$ cat src/rtl/enigma_pkg.sv
// enigma_pkg: shared constants and helpers for the fixed Enigma I machine.
// Holds the alphabet size, letter-index type, rotor (I, II, III) forward and
// inverse wiring tables, reflector B, turnover notches and mod-26 helpers.
// Letter indices are 0..25 for A..Z throughout.
package enigma_pkg;

    localparam logic [5:0] ALPHA_SIZE  = 6'd26;

    typedef logic [4:0] letter_t;

    localparam letter_t    LAST_LETTER = 5'd25;

    typedef enum logic [1:0] {
        ROTOR_I   = 2'd0,
        ROTOR_II  = 2'd1,
        ROTOR_III = 2'd2
    } rotor_id_e;

    // Turnover notches: Q, E, V
    localparam letter_t NOTCH_I   = 5'd16;
    localparam letter_t NOTCH_II  = 5'd4;
    localparam letter_t NOTCH_III = 5'd21;

    // Rotor I: EKMFLGDQVZNTOWYHXUSPAIBRCJ
    localparam letter_t WIRE_I_FWD [26] = '{
        5'd4,  5'd10, 5'd12, 5'd5,  5'd11, 5'd6,  5'd3,  5'd16, 5'd21, 5'd25,
        5'd13, 5'd19, 5'd14, 5'd22, 5'd24, 5'd7,  5'd23, 5'd20, 5'd18, 5'd15,
        5'd0,  5'd8,  5'd1,  5'd17, 5'd2,  5'd9};
    localparam letter_t WIRE_I_INV [26] = '{
        5'd20, 5'd22, 5'd24, 5'd6,  5'd0,  5'd3,  5'd5,  5'd15, 5'd21, 5'd25,
        5'd1,  5'd4,  5'd2,  5'd10, 5'd12, 5'd19, 5'd7,  5'd23, 5'd18, 5'd11,
        5'd17, 5'd8,  5'd13, 5'd16, 5'd14, 5'd9};

    // Rotor II: AJDKSIRUXBLHWTMCQGZNPYFVOE
    localparam letter_t WIRE_II_FWD [26] = '{
        5'd0,  5'd9,  5'd3,  5'd10, 5'd18, 5'd8,  5'd17, 5'd20, 5'd23, 5'd1,
        5'd11, 5'd7,  5'd22, 5'd19, 5'd12, 5'd2,  5'd16, 5'd6,  5'd25, 5'd13,
        5'd15, 5'd24, 5'd5,  5'd21, 5'd14, 5'd4};
    localparam letter_t WIRE_II_INV [26] = '{
        5'd0,  5'd9,  5'd15, 5'd2,  5'd25, 5'd22, 5'd17, 5'd11, 5'd5,  5'd1,
        5'd3,  5'd10, 5'd14, 5'd19, 5'd24, 5'd20, 5'd16, 5'd6,  5'd4,  5'd13,
        5'd7,  5'd23, 5'd12, 5'd8,  5'd21, 5'd18};

    // Rotor III: BDFHJLCPRTXVZNYEIWGAKMUSQO
    localparam letter_t WIRE_III_FWD [26] = '{
        5'd1,  5'd3,  5'd5,  5'd7,  5'd9,  5'd11, 5'd2,  5'd15, 5'd17, 5'd19,
        5'd23, 5'd21, 5'd25, 5'd13, 5'd24, 5'd4,  5'd8,  5'd22, 5'd6,  5'd0,
        5'd10, 5'd12, 5'd20, 5'd18, 5'd16, 5'd14};
    localparam letter_t WIRE_III_INV [26] = '{
        5'd19, 5'd0,  5'd6,  5'd1,  5'd15, 5'd2,  5'd18, 5'd3,  5'd16, 5'd4,
        5'd20, 5'd5,  5'd21, 5'd13, 5'd25, 5'd7,  5'd24, 5'd8,  5'd23, 5'd9,
        5'd22, 5'd11, 5'd17, 5'd10, 5'd14, 5'd12};

    // Reflector B: YRUHQSLDPXNGOKMIEBFZCWVJAT
    localparam letter_t REFL_B [26] = '{
        5'd24, 5'd17, 5'd20, 5'd7,  5'd16, 5'd18, 5'd11, 5'd3,  5'd15, 5'd23,
        5'd13, 5'd6,  5'd14, 5'd10, 5'd12, 5'd8,  5'd4,  5'd1,  5'd5,  5'd25,
        5'd2,  5'd22, 5'd21, 5'd9,  5'd0,  5'd19};

    // (a + b) mod 26, computed at 6 bits so the sum never overflows
    function automatic letter_t mod26_add(input letter_t a, input letter_t b);
        logic [5:0] s;
        s = {1'b0, a} + {1'b0, b};
        if (s >= ALPHA_SIZE) begin
            s = s - ALPHA_SIZE;
        end else begin
            s = s;
        end
        return s[4:0];
    endfunction

    // (a - b) mod 26; bias by 26 first so the difference stays non-negative
    function automatic letter_t mod26_sub(input letter_t a, input letter_t b);
        logic [5:0] s;
        s = {1'b0, a} + ALPHA_SIZE - {1'b0, b};
        if (s >= ALPHA_SIZE) begin
            s = s - ALPHA_SIZE;
        end else begin
            s = s;
        end
        return s[4:0];
    endfunction

    // Advance a rotor position by one, wrapping Z back to A
    function automatic letter_t step_pos(input letter_t p);
        if (p == LAST_LETTER) begin
            return 5'd0;
        end else begin
            return p + 5'd1;
        end
    endfunction

    // Raw wiring lookup for one rotor in either direction
    function automatic letter_t rotor_wire(input rotor_id_e id, input logic inv,
                                           input letter_t idx);
        letter_t w;
        case (id)
            ROTOR_I:   w = inv ? WIRE_I_INV[idx]   : WIRE_I_FWD[idx];
            ROTOR_II:  w = inv ? WIRE_II_INV[idx]  : WIRE_II_FWD[idx];
            ROTOR_III: w = inv ? WIRE_III_INV[idx] : WIRE_III_FWD[idx];
            default:   w = idx;
        endcase
        return w;
    endfunction

    function automatic letter_t reflect(input letter_t idx);
        return REFL_B[idx];
    endfunction

endpackage

$ cat src/rtl/enigma_rotor.sv
// enigma_rotor: combinational single pass through one rotor.
// Ports:
//   i_rotor_id  rotor selector (enigma_pkg::rotor_id_e encoding)
//   i_inverse   0 = forward (entry->reflector), 1 = return path
//   i_pos       current rotor position 0..25
//   i_idx       incoming contact index 0..25
//   o_idx       outgoing contact index 0..25
module enigma_rotor
    import enigma_pkg::*;
(
    input  logic [1:0] i_rotor_id,
    input  logic       i_inverse,
    input  logic [4:0] i_pos,
    input  logic [4:0] i_idx,
    output logic [4:0] o_idx
);

    letter_t w_contact;
    letter_t w_wired;

    // Offset into the rotated wiring, look up, then undo the offset
    assign w_contact = mod26_add(i_idx, i_pos);
    assign w_wired   = rotor_wire(rotor_id_e'(i_rotor_id), i_inverse, w_contact);
    assign o_idx     = mod26_sub(w_wired, i_pos);

endmodule

$ cat src/rtl/enigma_1.sv
// enigma_1: Enigma I (rotors I-II-III, reflector B, rings AAA, no plugs).
// Ports:
//   clk_i       clock, rising edge
//   rst_i       asynchronous active-low reset (rotors to AAA, output to 0)
//   in_symb_i   signed plaintext symbol, 1..26 = A..Z, anything else idle
//   out_symb_o  signed ciphertext symbol one cycle later, 0 when idle
// Rotors step before each valid letter is encrypted, so the combinational
// path uses the post-step positions and the same values are registered.
module enigma_1
    import enigma_pkg::*;
(
    input  logic              clk_i,
    input  logic              rst_i,
    input  logic signed [5:0] in_symb_i,
    output logic signed [5:0] out_symb_o
);

    letter_t    r_pos_l;
    letter_t    r_pos_m;
    letter_t    r_pos_r;
    logic [5:0] r_out;

    logic    w_valid;
    letter_t w_in_idx;
    logic    w_step_m;
    logic    w_step_l;
    letter_t w_pos_l_nxt;
    letter_t w_pos_m_nxt;
    letter_t w_pos_r_nxt;
    letter_t w_f_r;
    letter_t w_f_m;
    letter_t w_f_l;
    letter_t w_refl;
    letter_t w_b_l;
    letter_t w_b_m;
    letter_t w_b_r;

    assign w_valid  = (in_symb_i > 6'sd0) && (in_symb_i < 6'sd27);
    assign w_in_idx = in_symb_i[4:0] - 5'd1;

    // Middle rotor at its own notch steps again with the left (double step)
    assign w_step_m = (r_pos_r == NOTCH_III) || (r_pos_m == NOTCH_II);
    assign w_step_l = (r_pos_m == NOTCH_II);

    assign w_pos_r_nxt = step_pos(r_pos_r);
    assign w_pos_m_nxt = w_step_m ? step_pos(r_pos_m) : r_pos_m;
    assign w_pos_l_nxt = w_step_l ? step_pos(r_pos_l) : r_pos_l;

    enigma_rotor u_fwd_r (.i_rotor_id(ROTOR_III), .i_inverse(1'b0), .i_pos(w_pos_r_nxt),
                          .i_idx(w_in_idx), .o_idx(w_f_r));
    enigma_rotor u_fwd_m (.i_rotor_id(ROTOR_II),  .i_inverse(1'b0), .i_pos(w_pos_m_nxt),
                          .i_idx(w_f_r), .o_idx(w_f_m));
    enigma_rotor u_fwd_l (.i_rotor_id(ROTOR_I),   .i_inverse(1'b0), .i_pos(w_pos_l_nxt),
                          .i_idx(w_f_m), .o_idx(w_f_l));

    assign w_refl = reflect(w_f_l);

    enigma_rotor u_inv_l (.i_rotor_id(ROTOR_I),   .i_inverse(1'b1), .i_pos(w_pos_l_nxt),
                          .i_idx(w_refl), .o_idx(w_b_l));
    enigma_rotor u_inv_m (.i_rotor_id(ROTOR_II),  .i_inverse(1'b1), .i_pos(w_pos_m_nxt),
                          .i_idx(w_b_l), .o_idx(w_b_m));
    enigma_rotor u_inv_r (.i_rotor_id(ROTOR_III), .i_inverse(1'b1), .i_pos(w_pos_r_nxt),
                          .i_idx(w_b_m), .o_idx(w_b_r));

    // Rotor positions and registered ciphertext output
    always_ff @(posedge clk_i or negedge rst_i) begin
        if (!rst_i) begin
            r_pos_l <= 5'd0;
            r_pos_m <= 5'd0;
            r_pos_r <= 5'd0;
            r_out   <= 6'd0;
        end else if (w_valid) begin
            r_pos_l <= w_pos_l_nxt;
            r_pos_m <= w_pos_m_nxt;
            r_pos_r <= w_pos_r_nxt;
            r_out   <= {1'b0, w_b_r} + 6'd1;
        end else begin
            r_out   <= 6'd0;
        end
    end

    assign out_symb_o = $signed(r_out);

endmodule

$ cat config.mk
export PLATFORM = sky130hd
export DESIGN_NAME = enigma_1
export DESIGN_NICKNAME = d
export VERILOG_FILES = /design/src/rtl/enigma_pkg.sv /design/src/rtl/enigma_rotor.sv /design/src/rtl/enigma_1.sv
export SDC_FILE = /design/constraint.sdc
export NUM_CORES = 1
export LEC_CHECK = 0
export ABC_AREA = 1
export CAP_MARGIN = 25
export CORE_MARGIN = 2
export CORE_UTILIZATION = 50
export CTS_BUF_LIST = sky130_fd_sc_hd__clkbuf_8
export DETAILED_ROUTE_END_ITERATION = 6
export HOLD_SLACK_MARGIN = 0.08
export PLACE_DENSITY = 0.66
export SETUP_SLACK_MARGIN = 0.4
export SYNTH_ARGS = -nofsm -noshare
export SYNTH_HDL_FRONTEND = slang
export SYNTH_SLANG_ARGS = --single-unit
$ cat constraint.sdc
create_clock -name clk_i -period 29.7 [get_ports clk_i]
set_clock_uncertainty 0.2 [all_clocks]
set_input_delay 7.425 -clock clk_i [delete_from_list [all_inputs] [get_ports clk_i]]
set_output_delay 7.425 -clock clk_i [all_outputs]
set_load 0.01 [all_outputs]
After elaboration in Yosys (flattened, before gate mapping)

Memory sizes are Yosys's and may differ from the RTL's.
Cells that the tools add are included.

$add $sub $neg: 35
Order comparisons: 21
Equal/unequal tests: 5
Muxes and demuxes: 32
Bitwise gates (word level): 7
Reduce and logical (&&, ||, !) cells: 2

Operators by type and width:

| cell                                                                                | number |
|---|---|
| 5-bit 2-to-1 mux                                                                    | 31 |
| 6-bit by 5-bit greater-or-equal comparator with 1-bit output, second input constant | 12 |
| 5-bit subtractor, second input constant                                             | 12 |
| 6-bit greater-or-equal comparator, second input constant                            | 7 |
| 5-bit NOT with 6-bit output                                                         | 7 |
| 5-bit by 5-bit adder with 6-bit output                                              | 6 |
| 5-bit by 5-bit adder with 6-bit output, second input constant                       | 6 |
| 6-bit by 5-bit subtractor with 6-bit output                                         | 6 |
| 5-bit == test, second input constant                                                | 4 |
| 5-bit by 1-bit adder with 5-bit output, second input constant                       | 3 |
| 5-bit by 1-bit adder with 6-bit output, second input constant                       | 1 |
| 6-bit by 1-bit greater-than comparator with 1-bit output, second input constant     | 1 |
| 6-bit < comparator, second input constant                                           | 1 |
| 6-bit 2-to-1 mux                                                                    | 1 |
| 5-bit by 3-bit == test with 1-bit output, second input constant                     | 1 |
| 5-bit by 1-bit subtractor with 5-bit output, second input constant                  | 1 |
| 1-bit logical AND                                                                   | 1 |
| 1-bit logical OR                                                                    | 1 |

Register bits after elaboration: 21
Memory bits (read-only): 1120
Input bits: 8
Logic and storage cells: 113
Memories kept: 7

Memories:

| memory          | depth | bits a word | rd ports | clocked after Yosys merged registers in | write ports | RTL line          | RTL |
|---|---|---|---|---|---|---|---|
| (no name shown) | 32    | 5           | 1        | 0                                       | 0           | enigma_pkg.sv:99  | `ROTOR_II: w = inv ? WIRE_II_INV[idx] : WIRE_II_FWD[idx];` |
| (no name shown) | 32    | 5           | 1        | 0                                       | 0           | enigma_pkg.sv:98  | `ROTOR_I: w = inv ? WIRE_I_INV[idx] : WIRE_I_FWD[idx];` |
| (no name shown) | 32    | 5           | 1        | 0                                       | 0           | enigma_pkg.sv:100 | `ROTOR_III: w = inv ? WIRE_III_INV[idx] : WIRE_III_FWD[idx];` |
| (no name shown) | 32    | 5           | 1        | 0                                       | 0           | enigma_pkg.sv:98  |  |
| (no name shown) | 32    | 5           | 1        | 0                                       | 0           | enigma_pkg.sv:99  |  |
| (no name shown) | 32    | 5           | 1        | 0                                       | 0           | enigma_pkg.sv:100 |  |
| +1 memories     | n/a   | n/a         | n/a      | n/a                                     | n/a         | n/a               |  |

Longest topological paths before layout

Depth in word-level cells: 74
Mapped depth: 185

Hierarchy

A second synthesis with hierarchy kept.

Cells, all modules: 2756
Area total of the unflattened synthesis: 15189.6 um^2

Modules (own cells, without submodules):

| module                 | times used | cells an instance | area each (um^2) |
|---|---|---|---|
| enigma_rotor (u_fwd_l) | 1          | 426               | 2301.0 |
| enigma_rotor (u_inv_r) | 1          | 426               | 2288.4 |
| enigma_rotor (u_fwd_r) | 1          | 412               | 2252.2 |
| enigma_rotor (u_inv_m) | 1          | 419               | 2224.6 |
| enigma_rotor (u_fwd_m) | 1          | 411               | 2217.1 |
| enigma_rotor (u_inv_l) | 1          | 410               | 2119.5 |
| enigma_1               | 1          | 252               | 1786.7 |

Least setup slack after synthesis

OpenSTA, ideal clock, no wires.

Path type: input -> register
Start point: input port in_symb_i[0]
End point: register r_out[4] (netlist: out_symb_o[4])
Arrival time: 31258 ps
Data required time: 29379 ps
Slack: -1879 ps
Cell stages on the path: 160
Path buffers: 0
Cell sequence: inv_1 ha_1 xor2_1 ha_1 nand2_1 nor2_1 a211oi_1 xor2_2 nand2_2 nand2_4 nand2_2 nand2_2 inv_2 ha_1 nand2_1 nand3_1 nand2_1 nand2_1 [124 not listed] ha_1 inv_1 ha_1 inv_1 fa_1 xnor2_1 inv_1 a21oi_1 inv_1 nor2_1 nand3b_1 xor2_1 ha_1 inv_1 nor2_1 nand2_1 nor2_1 a21oi_1

Longest elaborated chain between the ends: 73
Elaborated cells between the ends (all ways): 88
Classes of those cells: 32 x add/sub; 14 x order compare; 27 x mux; 7 x bitwise; 1 x reduce/logical; 7 x memory

RTL lines:

| element                                                                                                 | RTL line                           | RTL |
|---|---|---|
| start: declaration                                                                                      | enigma_1.sv:14                     | `input logic signed [5:0] in_symb_i,` |
| 5-bit by 1-bit subtractor with 5-bit output                                                             | enigma_1.sv:39                     | `assign w_in_idx = in_symb_i[4:0] - 5'd1;` |
| 5-bit by 5-bit adder with 6-bit output                                                                  | enigma_pkg.sv:63                   | `s = {1'b0, a} + {1'b0, b};` |
| 5-bit subtractor / 6-bit by 5-bit greater-or-equal comparator with 1-bit output (equally long branches) | enigma_pkg.sv:65, enigma_pkg.sv:64 |  |
| 5-bit 2-to-1 mux                                                                                        | enigma_pkg.sv:64                   | `if (s >= ALPHA_SIZE) begin` |
| 5-bit NOT with 6-bit output                                                                             | n/a                                |  |
| memory read 32 x 5 bit                                                                                  | n/a                                |  |
| 5-bit 2-to-1 mux (implied by the code) (2 in series)                                                    | enigma_pkg.sv:100                  |  |
| 5-bit by 5-bit adder with 6-bit output                                                                  | enigma_pkg.sv:75                   | `s = {1'b0, a} + ALPHA_SIZE - {1'b0, b};` |
| [55 not listed]                                                                                         | n/a                                |  |
| memory read 32 x 5 bit                                                                                  | n/a                                |  |
| 5-bit 2-to-1 mux (implied by the code) (2 in series)                                                    | enigma_pkg.sv:100                  |  |
| 5-bit by 5-bit adder with 6-bit output                                                                  | enigma_pkg.sv:75                   |  |
| 6-bit by 5-bit subtractor with 6-bit output                                                             | enigma_pkg.sv:75                   |  |
| 5-bit subtractor / 6-bit by 5-bit greater-or-equal comparator with 1-bit output (equally long branches) | enigma_pkg.sv:77, enigma_pkg.sv:76 |  |
| 5-bit 2-to-1 mux                                                                                        | enigma_pkg.sv:76                   | `if (s >= ALPHA_SIZE) begin` |
| 5-bit by 1-bit adder with 6-bit output                                                                  | enigma_1.sv:76                     | `r_out <= {1'b0, w_b_r} + 6'd1;` |
| 6-bit 2-to-1 mux *                                                                                      | enigma_1.sv:72                     | `end else if (w_valid) begin` |
| end signal: assignment                                                                                  | enigma_1.sv:76                     |  |
| end: declaration                                                                                        | enigma_1.sv:21                     | `logic [5:0] r_out;` |

Mark *: on every way between the ends. The rest lies on a longest branch, timed or not. The select of a mux whose other input is x is not followed.
A chain may end at the register's enable or synchronous reset.

Final worst setup path

Same ends and word-level chain as after synthesis.

==> impl_summary.txt <==
----------------------------------------------------
[Run status]
  Result of the run ... finished, violations left
  Failing checks ... setup timing

[Synthesis]
  Top cell type's share of synthesized area ... 25.8%
  Combined area of all synthesized cells ... 6980 um2
  Dominant cell by count in the synthesized netlist ... nand2_1
  Cell type contributing the most total cell area after synthesis ... ha_1
  Commonest cells in the netlist ... nand2_1 (241), inv_1 (212), ha_1 (144)
  Cell types with the largest area share after synthesis ... ha_1 (26%), nand2_1 (13%), inv_1 (11%)
  Fraction of synthesis flops using an asynchronous set or reset pin ... 100%
  Unique cell type count in the Yosys netlist ... 48
  Post-synth EDFFs ... 0
  Share of synthesized area occupied by flip-flops and latches ... 7.53%
  #FFs+latches synth ... 21
  Synth Warn # ... 0
  Synth Flop Type ... dfrtp_1
  Synthesized area divided by synthesized cell count ... 6.51 um2
  Syn nets ... 1236
  Number of instances in the synthesized netlist ... 1072

[GRT]
  Aggregate global routing overflow ... 0
  Number of antenna violations at the first check in global routing ... 0
  Wire length of the first global-routing pass ... 30100 um
  Maximum number of pins on one net before global-route repair ... 34
  Total routing resource utilization after global routing ... 23.8%
  Vias in the first global route ... 7151

[STA]
  Final period demand of the worst path ... 30.93 ns
  Fin Hold WS ... 0.406 ns
  Final cycle utilization of the critical path ... 104%
  Max-Slew Margin vs Limit ... 28.6%
  Final setup violation count ... 5
  Count of endpoints failing hold in the final timing report ... 0
  Number of max-slew violations in the final report ... 0
  Tightest Pin Transition ... 1.07 ns
  Achievable clock frequency ... 32.3 MHz
  Setup repair after global routing missed its margin ... yes
  PnR worst setup slack ... -1.23 ns

[Clocking]
  Maximum count of clock buffers along a single path ... 2
  Clock tree from TritonCTS ... built
  Clock insertion delay at the later pin of the skew report ... 0.25 ns
  Total of hold buffers inserted after clock tree synthesis ... 0
  Clock Pin Slew Worst Setup and Hold Paths ... 0.07 ns
  Clock Tree Root ... clkbuf_8
  Number of clock sinks seen by CTS ... 21
  TritonCTS buffer count ... 3
  Number of levels in the clock H-tree ... 1

[Floorplanning]
  Total core area ... 13800 um2
  Total die area ... 14900 um2
  Starting density of the core ... 50.7%
  Number of rows in the core area ... 43
  Floorplan die height ... 122 um
  Count of pins on the block boundary ... 14
  Horizontal extent of the die ... 122 um

[Layout]
  Area overhead of the layout relative to synthesis ... 55.9%
  Filler-free cell count of the finished design ... 1516
  Fillers ... 943
  Count of nets after finishing ... 1501
  Inserted Diodes ... 0
  Ratio of cells with drive above 1 in the final layout ... 44.0%

[Worst hold path]
  Cell count of the worst hold path ... 2
  Endpoint of the worst hold-timing path ... r_pos_r[0]
  Min-Delay Path Class ... register to register
  HP Start ... r_pos_r[0]

[Drt]
  Starting DRC count in detailed routing ... 262
  Per-cell routed wire length ... 12.6 um
  Number of design rule violations left after detail routing ... 0
  Post-route antenna net violation count ... 0
  Via density per instance ... 5.05
  Initial DRT Pass Iterations ... 6
  Detailed Route WL ... 19100 um
  Via count ... 7662

[Critical path]
  Classification of the worst setup path ... input port to register
  Delay of the slowest cell on the worst path ... 0.61 ns
  Most common cell type on the critical path ... nand2_1
  FF-to-FF setup slack ... 4.72 ns
  Critical Path Fanout Max ... 8
  Worst Path Buf+Inv ... 37
  Arrival time of the worst setup path ... 30.87 ns
  Endpoint kind of the worst setup timing path ... register
  Required time reported for the critical path endpoint ... 29.64 ns
  Worst reg2reg endpoint ... out_symb_o[4]
  Top Family by Delay on Critical Path ... adder cells
  Cell with the largest stage delay on the worst path ... fa_2
  Reg-to-reg critical path startpoint ... r_pos_r[0]
  Worst setup SP type ... input port
  R2r worst-path depth ... 168

[Place]
  Placer congestion estimate ... 0.841
  Buffers on Ports ... 13
  Placed cells ... 1442
  Final HPWL DP ... 13800 um

[Job]
  Number of max-capacitance violations reported ... 0

----------------------------------------------------
==> through the flow <==
stage / util [%] / setup TNS (ns) / area (um2) / setup slack [ns]
final: 79.0 / -5.82 / 10900 / -1.23
after floorplan: - / 0 / 7480 / 0.0722
after detailed placement: 66.7 / -9.34 / 9190 / -1.96
after global placement: 66.7 / -7.53 / 9190 / -1.63
after CTS: 72.4 / -4.92 / 9970 / -1.07
after global routing: 79.0 / -13.95 / 10900 / -2.71
==> layout make-up <==
type	instances	area, um2	area share, %
multi-input combinational	820	7090	65.2
tap	180	225	2.07
inverter	224	886	8.14
sequential	21	526	4.83
timing repair buffer	267	2110	19.4
clock buffer	3	41.3	0.380
clock inverter	1	3.75	0.0345
==> what timing repair did <==
action | in CTS | in global routing
endpoints found under the hold margin | 0 | 0
cloned | 0 | 0
pin swaps | 126 | 155
setup buffers | 37 | 33
setup endpoints to repair | 6 | 6
resized for setup | 100 | 162
==> kinds of logic (layout without fill, tap and decap cells) <==
group                      after synthesis  count (layout)  share of synthesized area, %
muxes                                    2               2                         0.287
and+or+nand+nor                        426             426                          27.5
buffers and inverters                  231             495                          12.5
adders and majority gates              156             156                          29.3
xor gates and xnor gates                56              56                          8.43
DFF                                     21              21                          7.53
AOI/OAI and AO/OA                      180             180                          14.5
==> per-layer routing <==
layer	vias up	share of wire, %	GRT usage (%)
met1	3529	43	28.3
met2	127	53	46.8
met5	-	0	0
met4	0	2.1	5.32
met3	34	1.8	0.843
li1	3972	-	-
==> worst reg2reg max path, delay by kind of cell (launching register included) <==
| kind | cells | cell delay (ns) |
|---|---|---|
| compound gates | 29 | 3.80 |
| xor+xnor | 17 | 3.34 |
| fa+ha+maj | 30 | 8.36 |
| buf+inv | 35 | 3.01 |
| flops | 1 | 0.44 |
| simple gates | 57 | 5.76 |
==> flip-flops by register name, indices dropped and copies added (netlist names) <==
name and cells:
out_symb_o 6, r_pos_m 5, r_pos_r 5, r_pos_l 5
==> placed cells by master, fill, tap and decap left out, types with 16 or more instances in the layout <==
master   instances
o21ai_0         32
nand2_1        187
buf_6           19
inv_2           41
nand2_2         54
xor2_1          18
ha_4            35
dfrtp_1         21
o21ai_1         24
buf_4          235
a21oi_1         43
nand3_2         21
inv_1          172
nor2_1          34
ha_1            93
nand2_4         18
nand3_1         55
ha_2            16
a21oi_2         23
==> worst max-delay path by stage <==
stage | startpoint | end | slack [ns] | cells past startpoint
5_1_grt | in_symb_i[0] | out_symb_o[4] | -2.71 | 173
2_1_floorplan | in_symb_i[0] | out_symb_o[4] | 0.07 | 163
3_5_place_dp | in_symb_i[0] | out_symb_o[4] | -1.96 | 160
4_1_cts | in_symb_i[0] | out_symb_o[4] | -1.07 | 170
3_3_place_gp | in_symb_i[0] | out_symb_o[4] | -1.63 | 163
6_report | in_symb_i[0] | out_symb_o[4] | -1.23 | 166
Power is not shown: default switching activity piles up to over one toggle a cycle in this logic, so the estimate is an artifact.
